## src/rtl/gemm_pkg.sv

```systemverilog
// ---------------------------------------------------------------------------
// gemm_pkg
// Shared constants and types for the GEMM result path. The result packer and
// the result unpacker both agree on these widths: 16-bit results packed
// sixteen to a 256-bit BRAM line, addressed by a 13-bit entry pointer whose
// low four bits select the lane and whose high nine bits select the line.
// ---------------------------------------------------------------------------
package gemm_pkg;

    localparam int RESULT_W      = 16;
    localparam int RESULT_LINE_W = 256;
    localparam int RESULT_PTR_W  = 13;
    localparam int RESULT_LANES  = RESULT_LINE_W / RESULT_W;
    localparam int RESULT_LANE_W = $clog2(RESULT_LANES);
    localparam int RESULT_ADDR_W = RESULT_PTR_W - RESULT_LANE_W;

    // Lane k of a line sits at bits [16k+15:16k].
    typedef logic [RESULT_LANES-1:0][RESULT_W-1:0] result_line_t;

    typedef enum logic [1:0] {
        IDLE     = 2'd0,
        RD_ISSUE = 2'd1,
        RD_WAIT  = 2'd2,
        STREAM   = 2'd3
    } unpack_state_t;

endpackage

```

## src/rtl/result_bram_unpacker.sv

```systemverilog
// ---------------------------------------------------------------------------
// result_bram_unpacker
// Drains the packed result BRAM. Reads one 256-bit line at a time through the
// BRAM read port (1-cycle read latency), then streams its lanes out one result
// per cycle on a valid/ready interface. Owns the entry read pointer that the
// packer uses to compute occupancy.
//
// Ports
//   i_clk           sole clock
//   i_reset         asynchronous, active-high reset
//   i_wr_ptr        packer entry write pointer (entries below it are committed)
//   i_flush         single-cycle pulse, discard all unread entries
//   o_bram_rd_en    BRAM read enable
//   o_bram_rd_addr  BRAM line address (line part of the read pointer)
//   i_bram_rd_data  BRAM read data, valid one cycle after o_bram_rd_en
//   o_valid         o_data holds an unread result
//   o_data          current result
//   i_ready         consumer accepts o_data when o_valid && i_ready
//   o_rd_ptr        entry read pointer, fed back to the packer
//   o_used          unread entries, {1'b0, i_wr_ptr - o_rd_ptr}
//   o_empty         i_wr_ptr == o_rd_ptr
//   o_state         current FSM state (debug visibility)
//
// Handshake: a result transfers on every rising edge where o_valid and
// i_ready are both high; once o_valid is up, o_valid and o_data hold until
// that transfer, except when a flush or reset discards the result.
// ---------------------------------------------------------------------------
module result_bram_unpacker
    import gemm_pkg::*;
(
    input  logic                     i_clk,
    input  logic                     i_reset,
    input  logic [RESULT_PTR_W-1:0]  i_wr_ptr,
    input  logic                     i_flush,
    output logic                     o_bram_rd_en,
    output logic [RESULT_ADDR_W-1:0] o_bram_rd_addr,
    input  logic [RESULT_LINE_W-1:0] i_bram_rd_data,
    output logic                     o_valid,
    output logic [RESULT_W-1:0]      o_data,
    input  logic                     i_ready,
    output logic [RESULT_PTR_W-1:0]  o_rd_ptr,
    output logic [RESULT_PTR_W:0]    o_used,
    output logic                     o_empty,
    output unpack_state_t            o_state
);

    unpack_state_t             state_q, state_d;
    logic [RESULT_PTR_W-1:0]   rd_ptr_q, rd_ptr_d;
    logic [RESULT_PTR_W-1:0]   limit_q, limit_d;
    result_line_t              line_q, line_d;

    logic [RESULT_PTR_W-1:0]   ptr_inc;
    logic [RESULT_LANE_W-1:0]  lane_sel;
    logic                      empty;

    assign ptr_inc  = rd_ptr_q + RESULT_PTR_W'(1);
    assign lane_sel = rd_ptr_q[RESULT_LANE_W-1:0];
    assign empty    = (i_wr_ptr == rd_ptr_q);

    always_ff @(posedge i_clk or posedge i_reset) begin
        if (i_reset) begin
            state_q  <= IDLE;
            rd_ptr_q <= '0;
            limit_q  <= '0;
            line_q   <= '0;
        end else begin
            state_q  <= state_d;
            rd_ptr_q <= rd_ptr_d;
            limit_q  <= limit_d;
            line_q   <= line_d;
        end
    end

    always_comb begin
        state_d  = state_q;
        rd_ptr_d = rd_ptr_q;
        limit_d  = limit_q;
        line_d   = line_q;

        case (state_q)
            IDLE: begin
                if (!empty) begin
                    state_d = RD_ISSUE;
                end
            end
            RD_ISSUE: begin
                // Everything below this snapshot has already been committed to
                // the BRAM, so the line being read holds valid data for it.
                limit_d = i_wr_ptr;
                state_d = RD_WAIT;
            end
            RD_WAIT: begin
                line_d  = i_bram_rd_data;
                state_d = STREAM;
            end
            STREAM: begin
                if (i_ready) begin
                    rd_ptr_d = ptr_inc;
                    // Leaving the line, or reaching entries the captured line
                    // may not contain yet: go back and re-read.
                    if ((ptr_inc[RESULT_LANE_W-1:0] == '0) || (ptr_inc == limit_q)) begin
                        state_d = IDLE;
                    end
                end
            end
            default: begin
                state_d = IDLE;
            end
        endcase

        // Flush wins over everything, including a same-cycle accept.
        if (i_flush) begin
            rd_ptr_d = i_wr_ptr;
            state_d  = IDLE;
        end
    end

    assign o_bram_rd_en   = (state_q == RD_ISSUE);
    assign o_bram_rd_addr = rd_ptr_q[RESULT_PTR_W-1:RESULT_LANE_W];
    assign o_valid        = (state_q == STREAM);
    assign o_data         = line_q[lane_sel];
    assign o_rd_ptr       = rd_ptr_q;
    assign o_used         = {1'b0, i_wr_ptr - rd_ptr_q};
    assign o_empty        = empty;
    assign o_state        = state_q;

endmodule

```

## config.mk

```make
export PLATFORM = sky130hd
export DESIGN_NAME = result_bram_unpacker
export DESIGN_NICKNAME = d
export VERILOG_FILES = /design/src/rtl/gemm_pkg.sv /design/src/rtl/result_bram_unpacker.sv
export SDC_FILE = /design/constraint.sdc
export NUM_CORES = 1
export LEC_CHECK = 0
export CORE_ASPECT_RATIO = 1.4
export CORE_MARGIN = 5
export CORE_UTILIZATION = 50
export CTS_CLUSTER_SIZE = 25
export DETAILED_ROUTE_END_ITERATION = 10
export MAX_ROUTING_LAYER = met4
export PLACE_DENSITY = 0.81
export SETUP_SLACK_MARGIN = 0.4
export SYNTH_ARGS = -nofsm -noshare
export SYNTH_HDL_FRONTEND = slang
export SYNTH_SLANG_ARGS = --single-unit
```

## constraint.sdc

```tcl
create_clock -name i_clk -period 11.75 [get_ports i_clk]
set_input_delay 2.35 -clock i_clk [delete_from_list [all_inputs] [get_ports i_clk]]
set_output_delay 2.35 -clock i_clk [all_outputs]
set_load 0.01 [all_outputs]
```

==> results of run 1 <==
[critical path: stages]
cell and delay (ns):
clkdlybuf4s50_1 0.51, inv_1 0.05, ha_1 0.22, fa_1 0.41, nor2b_1 0.12, o21ai_0 0.10, a21boi_0 0.25, o21ai_0 0.18
a211oi_1 0.45, mux2i_1 0.27, nand2_1 0.07, clkdlybuf4s50_1 0.48
[per-layer routing]
layer	global-route usage, %	routed length [µm]
met5	-	0
met4	10.4	1500
met3	4.85	2620
met2	43.5	20100
met1	29.0	13900
[through the flow]
step                      util, %  area, µm²  total power [mW]
after CTS                    66.5      18300              4.29
after global routing         66.5      18300              4.49
after global placement       63.0      17300              3.27
after floorplan                 -      13800              2.78
final                        66.5      18300              4.25
after detailed placement     63.0      17300              3.34
[power by group]
group	switching, mW	internal [mW]	total (mW)	leakage [nW]
Clock	0.378	0.548	0.926	0.456
Sequential	0.273	1.47	1.74	3.36
Combinational	0.587	0.995	1.58	3.47
Total	1.24	3.01	4.25	7.29
[cell type report]
cell class / instances / area [µm²] / area share, %
Sequential cell: 284 / 7110 / 38.9
Multi-Input combinational cell: 559 / 6290 / 34.4
Timing Repair Buffer: 336 / 3340 / 18.3
Clock buffer: 41 / 821 / 4.49
Tap cell: 370 / 463 / 2.53
Clock inverter: 9 / 128 / 0.698
Inverter: 24 / 97.6 / 0.534
Antenna cell: 6 / 15.0 / 0.0822
[cells in the mapped netlist (10+ instances only)]
master | instances | area share [%]
nor2_1 | 16 | 0.43
xnor2_1 | 27 | 1.7
mux4_2 | 80 | 13
nand2_1 | 29 | 0.79
ha_1 | 19 | 1.7
o21ai_0 | 25 | 0.90
clkbuf_1 | 39 | 1.1
a21oi_1 | 10 | 0.36
dfrtp_1 | 284 | 51
buf_4 | 10 | 0.54
inv_1 | 23 | 0.62
mux2_2 | 266 | 22
[final timing paths]
check                                   end   startpoint  cells past startpoint
worst max-delay path             o_used[10]  i_wr_ptr[0]                     12
worst min-delay path            line_q[234]  line_q[234]                      1
worst max register to register   o_state[1]  o_rd_ptr[0]                      9
worst min register to register  line_q[234]  line_q[234]                      1
max in group asynchronous       line_q[227]      i_reset                      3
min in group asynchronous       line_q[133]      i_reset                      2
[logic make-up (layout without fill, tap and decap cells)]
logic type      after synthesis  after routing  share of synthesized area (%)
mux                         351            351                           35.0
simple gates                 94             94                           3.67
compound gates               58             58                           2.60
other cells                   1              7                         0.0271
xor+xnor                     35             35                           2.22
flops                       284            284                           51.4
fa+ha+maj                    20             20                           1.86
buf+inv                      92            410                           3.19
[registers in the layout, summed over array words and instances, names as in the netlist]
| register | count |
|---|---|
| limit_q | 13 |
| line_q | 256 |
| o_rd_ptr | 13 |
| o_state | 2 |
==> flow_metrics.tcl, run 1 <==
set metrics [dict create \
    fin_worst_skew_ns 0.00954 \
    max_cap_viol_count 0 \
    startpoint_type "input port" \
    clk_path_buf_depth 3 \
    p_leak_nw 7.29 \
    final_common_cell "clkdlybuf4s50_1" \
    clkLatencyLatePin_ns 0.55 \
    slew_viol_final 0 \
    tritoncts "yes" \
    postRouteAntennaNets 0 \
    layout_common_cells "328 x clkdlybuf4s50_1, 282 x dfrtp_1, 266 x mux2_2" \
    overflow 0 \
    run_status "finished, final reports clean" \
    end_kind "primary output" \
    fin_cells 1629 \
    crit_arrival_ns 5.46 \
    synth_area_um2 13800 \
    grt_usage_pct 25.3 \
    core_um2 27500 \
    relSlewSlack_pct 28.5 \
    synthCells 935 \
    path_clk_slew_ns 0.06 \
    viasPerCell 5.61 \
    die_w_um 151 \
    ys.flop_type "dfrtp_1" \
    setup_violations 0 \
    fin_ws_ns 3.94 \
    ys_types 54 \
    dr_total_vias 9140 \
    post-place-ws_ns 3.94 \
    hold_violations 0 \
    peakVddDrop_v 0.000140 \
    layout.nets 1526 \
    numCtsBuffers 28 \
    wire_per_inst_um 23.4 \
    chipHeight_um 207 \
    powerDensity_nw_per_um2 232 \
    cp_max_fo 3 \
    area_growth_pct 32.1 \
    cts.hold.buffers_added 0 \
    rsz0062_at_grt "false" \
    period_share_pct 66.4 \
    dieArea_um2 31100 \
    dp_cells 1573 \
    fmax_ghz 0.128 \
    worst_slew_pin_slew_ns 1.07 \
    synth_edf_count 0 \
    post_cts_resize_count 0 \
    reg2reg_slack_ns 7.81 \
    syn_nets 1228 \
    clock-sinks 284 \
    grt_pass1_wl_um 57800 \
    num_rows 72 \
    worstPathRequired_ns 9.40 \
    drt_iter0_markers 313 \
    hold_slack_ns 0.500 \
    cts.root.buffer_cell "clkbuf_16" \
    drive_gt1_share_pct 32.8 \
    htreeDepth 1 \
    antenna_found_initial 5 \
    tns_ns 0 \
    ys_warn_count 0 \
    grt_max_degree 132 \
    crit_type "input port to primary output" \
    post-cts-setup-buffer-count 0 \
    port_buffers 328 \
    first_pass_iters 5 \
    post-route-min-period_ns 7.81 \
    ys_seq_area_share_pct 51.4 \
    drc 0 \
    ys_ff_latch 284 \
    routabilityCongestion 0.897 \
    wirelength_um 38100 \
    syn_avg_cell_area_um2 14.8 \
    hold_class "flip-flop to flip-flop" \
    async_flop_share_pct 100 \
    io_pins 330 \
    start_util_pct 50.3 \
    grt_pass1_vias 9959 \
    hpwlAfterDp_um 27900 \
    nFillCells 1997 \
]
No activity file was read; power rests on OpenSTA's default activity.
==> run 2, diff against run 1 <==
==> constraint.sdc (replaced) <==
create_clock -name i_clk -period 7.86 [get_ports i_clk]
set_input_delay 1.572 -clock i_clk [delete_from_list [all_inputs] [get_ports i_clk]]
set_output_delay 1.572 -clock i_clk [all_outputs]
set_load 0.01 [all_outputs]
==> flow_metrics.tcl, run 2 (same netlist as run 1, synthesis figures left out) <==
set metrics [dict create \
    grt_pass1_wl_um 57600 \
    area_growth_pct 32.0 \
    critical_path.max_stage_delay_ns 0.74 \
    hpwlAfterDp_um 28100 \
    wire_per_inst_um 23.2 \
    crit_arrival_ns 4.62 \
    drt_iter0_markers 384 \
    post_cts_resize_count 0 \
    rsz0062_at_grt "false" \
    crit_slowest_cell "a2111oi_0" \
    peakVddDrop_v 0.000228 \
    drc 0 \
    switchingPower_mw 1.84 \
    post-route-min-period_ns 6.20 \
    post-cts-setup-buffer-count 0 \
    layout_common_cells "328 x clkdlybuf4s50_1, 282 x dfrtp_1, 266 x mux2_2" \
    fmax_ghz 0.161 \
    run_status "finished, final reports clean" \
    p_comb_share_pct 37.6 \
    worstPathRequired_ns 6.29 \
    clkLatencyLatePin_ns 0.55 \
    relSlewSlack_pct 31.4 \
    port_buffers 328 \
    p_clk_share_pct 21.0 \
    grt_max_degree 145 \
    postRouteAntennaNets 0 \
    r2r_end "o_state[1]" \
    path_buf_inv 2 \
    num_rows 72 \
    max_cap_viol_count 0 \
    path_common_cell "clkdlybuf4s50_1" \
    final_common_cell "clkdlybuf4s50_1" \
    io_pins 330 \
    end_kind "primary output" \
    ff2ff_path_depth 9 \
    wirelength_um 37800 \
    worst_slew_pin_slew_ns 1.03 \
    antenna_found_initial 9 \
    viasPerCell 5.58 \
    drive_gt1_share_pct 32.9 \
    htreeDepth 1 \
    crit_type "input port to primary output" \
    path_cells "clkdlybuf4s50_1 > ha_1 > nor2b_1 > o21ai_0 > nand2b_1 > a2111oi_0 > o31ai_1 > o22ai_1 > xnor2_1 > clkdlybuf4s50_1" \
    cp-endpoint "o_used[11]" \
    core_um2 27500 \
    layout.nets 1528 \
    fin_worst_skew_ns 0.0105 \
    slew_viol_final 0 \
    cp-startpoint "i_wr_ptr[1]" \
    tns_ns 0 \
    switching_share_pct 29.4 \
    top_register "line_q" \
    die_w_um 151 \
    start_util_pct 50.3 \
    reg2reg_slack_ns 3.89 \
    routabilityCongestion 0.936 \
    grt_pass1_vias 9926 \
    p_leak_nw 7.27 \
    numCtsBuffers 29 \
    grt_usage_pct 25.2 \
    powerDensity_nw_per_um2 344 \
    dieArea_um2 31100 \
    clk_path_buf_depth 3 \
    cts.root.buffer_cell "clkbuf_16" \
    regToRegStartpoint "o_rd_ptr[0]" \
    path_clk_slew_ns 0.06 \
    pwr-share-seq_pct 41.4 \
    startpoint_type "input port" \
    hold_class "flip-flop to flip-flop" \
    tritoncts "yes" \
    fin_ws_ns 1.66 \
    setup_violations 0 \
    dr_total_vias 9105 \
    intPower_mw 4.43 \
    path_delay_family "compound AO/OA/AOI/OAI gates" \
    first_pass_iters 7 \
    chipHeight_um 207 \
    nFillCells 2005 \
    cp_num_cells 10 \
    hold_violations 0 \
    overflow 0 \
    post-place-ws_ns 1.74 \
    period_share_pct 78.8 \
    cts.hold.buffers_added 0 \
    largest_reg_flops 256 \
    clock-sinks 284 \
    cp_max_fo 4 \
]
## run 2: worst min path at each step
stage                      startpoint     endpoint  cells past startpoint
after floorplan           line_q[100]  line_q[100]                      1
after global routing       line_q[57]   line_q[57]                      1
after CTS                 line_q[118]  line_q[118]                      1
after global placement    line_q[173]  line_q[173]                      1
after detailed placement   line_q[78]   line_q[78]                      1
final                      line_q[48]   line_q[48]                      1
## run 2: power groups by stage
stage / Sequential, mW / Clock, mW / Combinational (mW)
2_1_floorplan: 2.46 / 0 / 1.70
3_3_place_gp: 2.57 / 0 / 2.32
3_5_place_dp: 2.62 / 0 / 2.38
4_1_cts: 2.60 / 1.35 / 2.40
5_1_grt: 2.69 / 1.41 / 2.53
6_report: 2.60 / 1.32 / 2.36
## run 2: final cells by class
cell class | instances | area [µm²] | share of cell area [%]
well taps | 370 | 463 | 2.54
clock buffers | 39 | 813 | 4.46
diodes | 11 | 27.5 | 0.151
inverters | 24 | 93.8 | 0.514
multi-input cells | 559 | 6290 | 34.5
clock inverters | 9 | 82.6 | 0.452
repair buffers | 337 | 3360 | 18.4
flip-flops and latches | 284 | 7110 | 39.0
## run 2: layer usage
layer | vias to the layer above | share of wire, % | GRT usage [%]
met5 | - | 0 | -
met4 | 0 | 3.6 | 10.3
met3 | 70 | 7.4 | 5.20
met2 | 333 | 53 | 42.9
met1 | 4647 | 36 | 29.1
li1 | 4055 | - | -
## run 2: through the flow
step	instances	total power, mW	utilization [%]	hold slack (ns)	instance area [µm²]
detailed placement	1574	5.00	63.1	0.491	17300
global placement	1574	4.89	63.1	0.483	17300
finish	1633	6.28	66.4	0.503	18300
CTS	1622	6.35	66.3	0.505	18200
floorplan	935	4.16	-	0.475	13800
global route	1631	6.63	66.4	0.511	18200
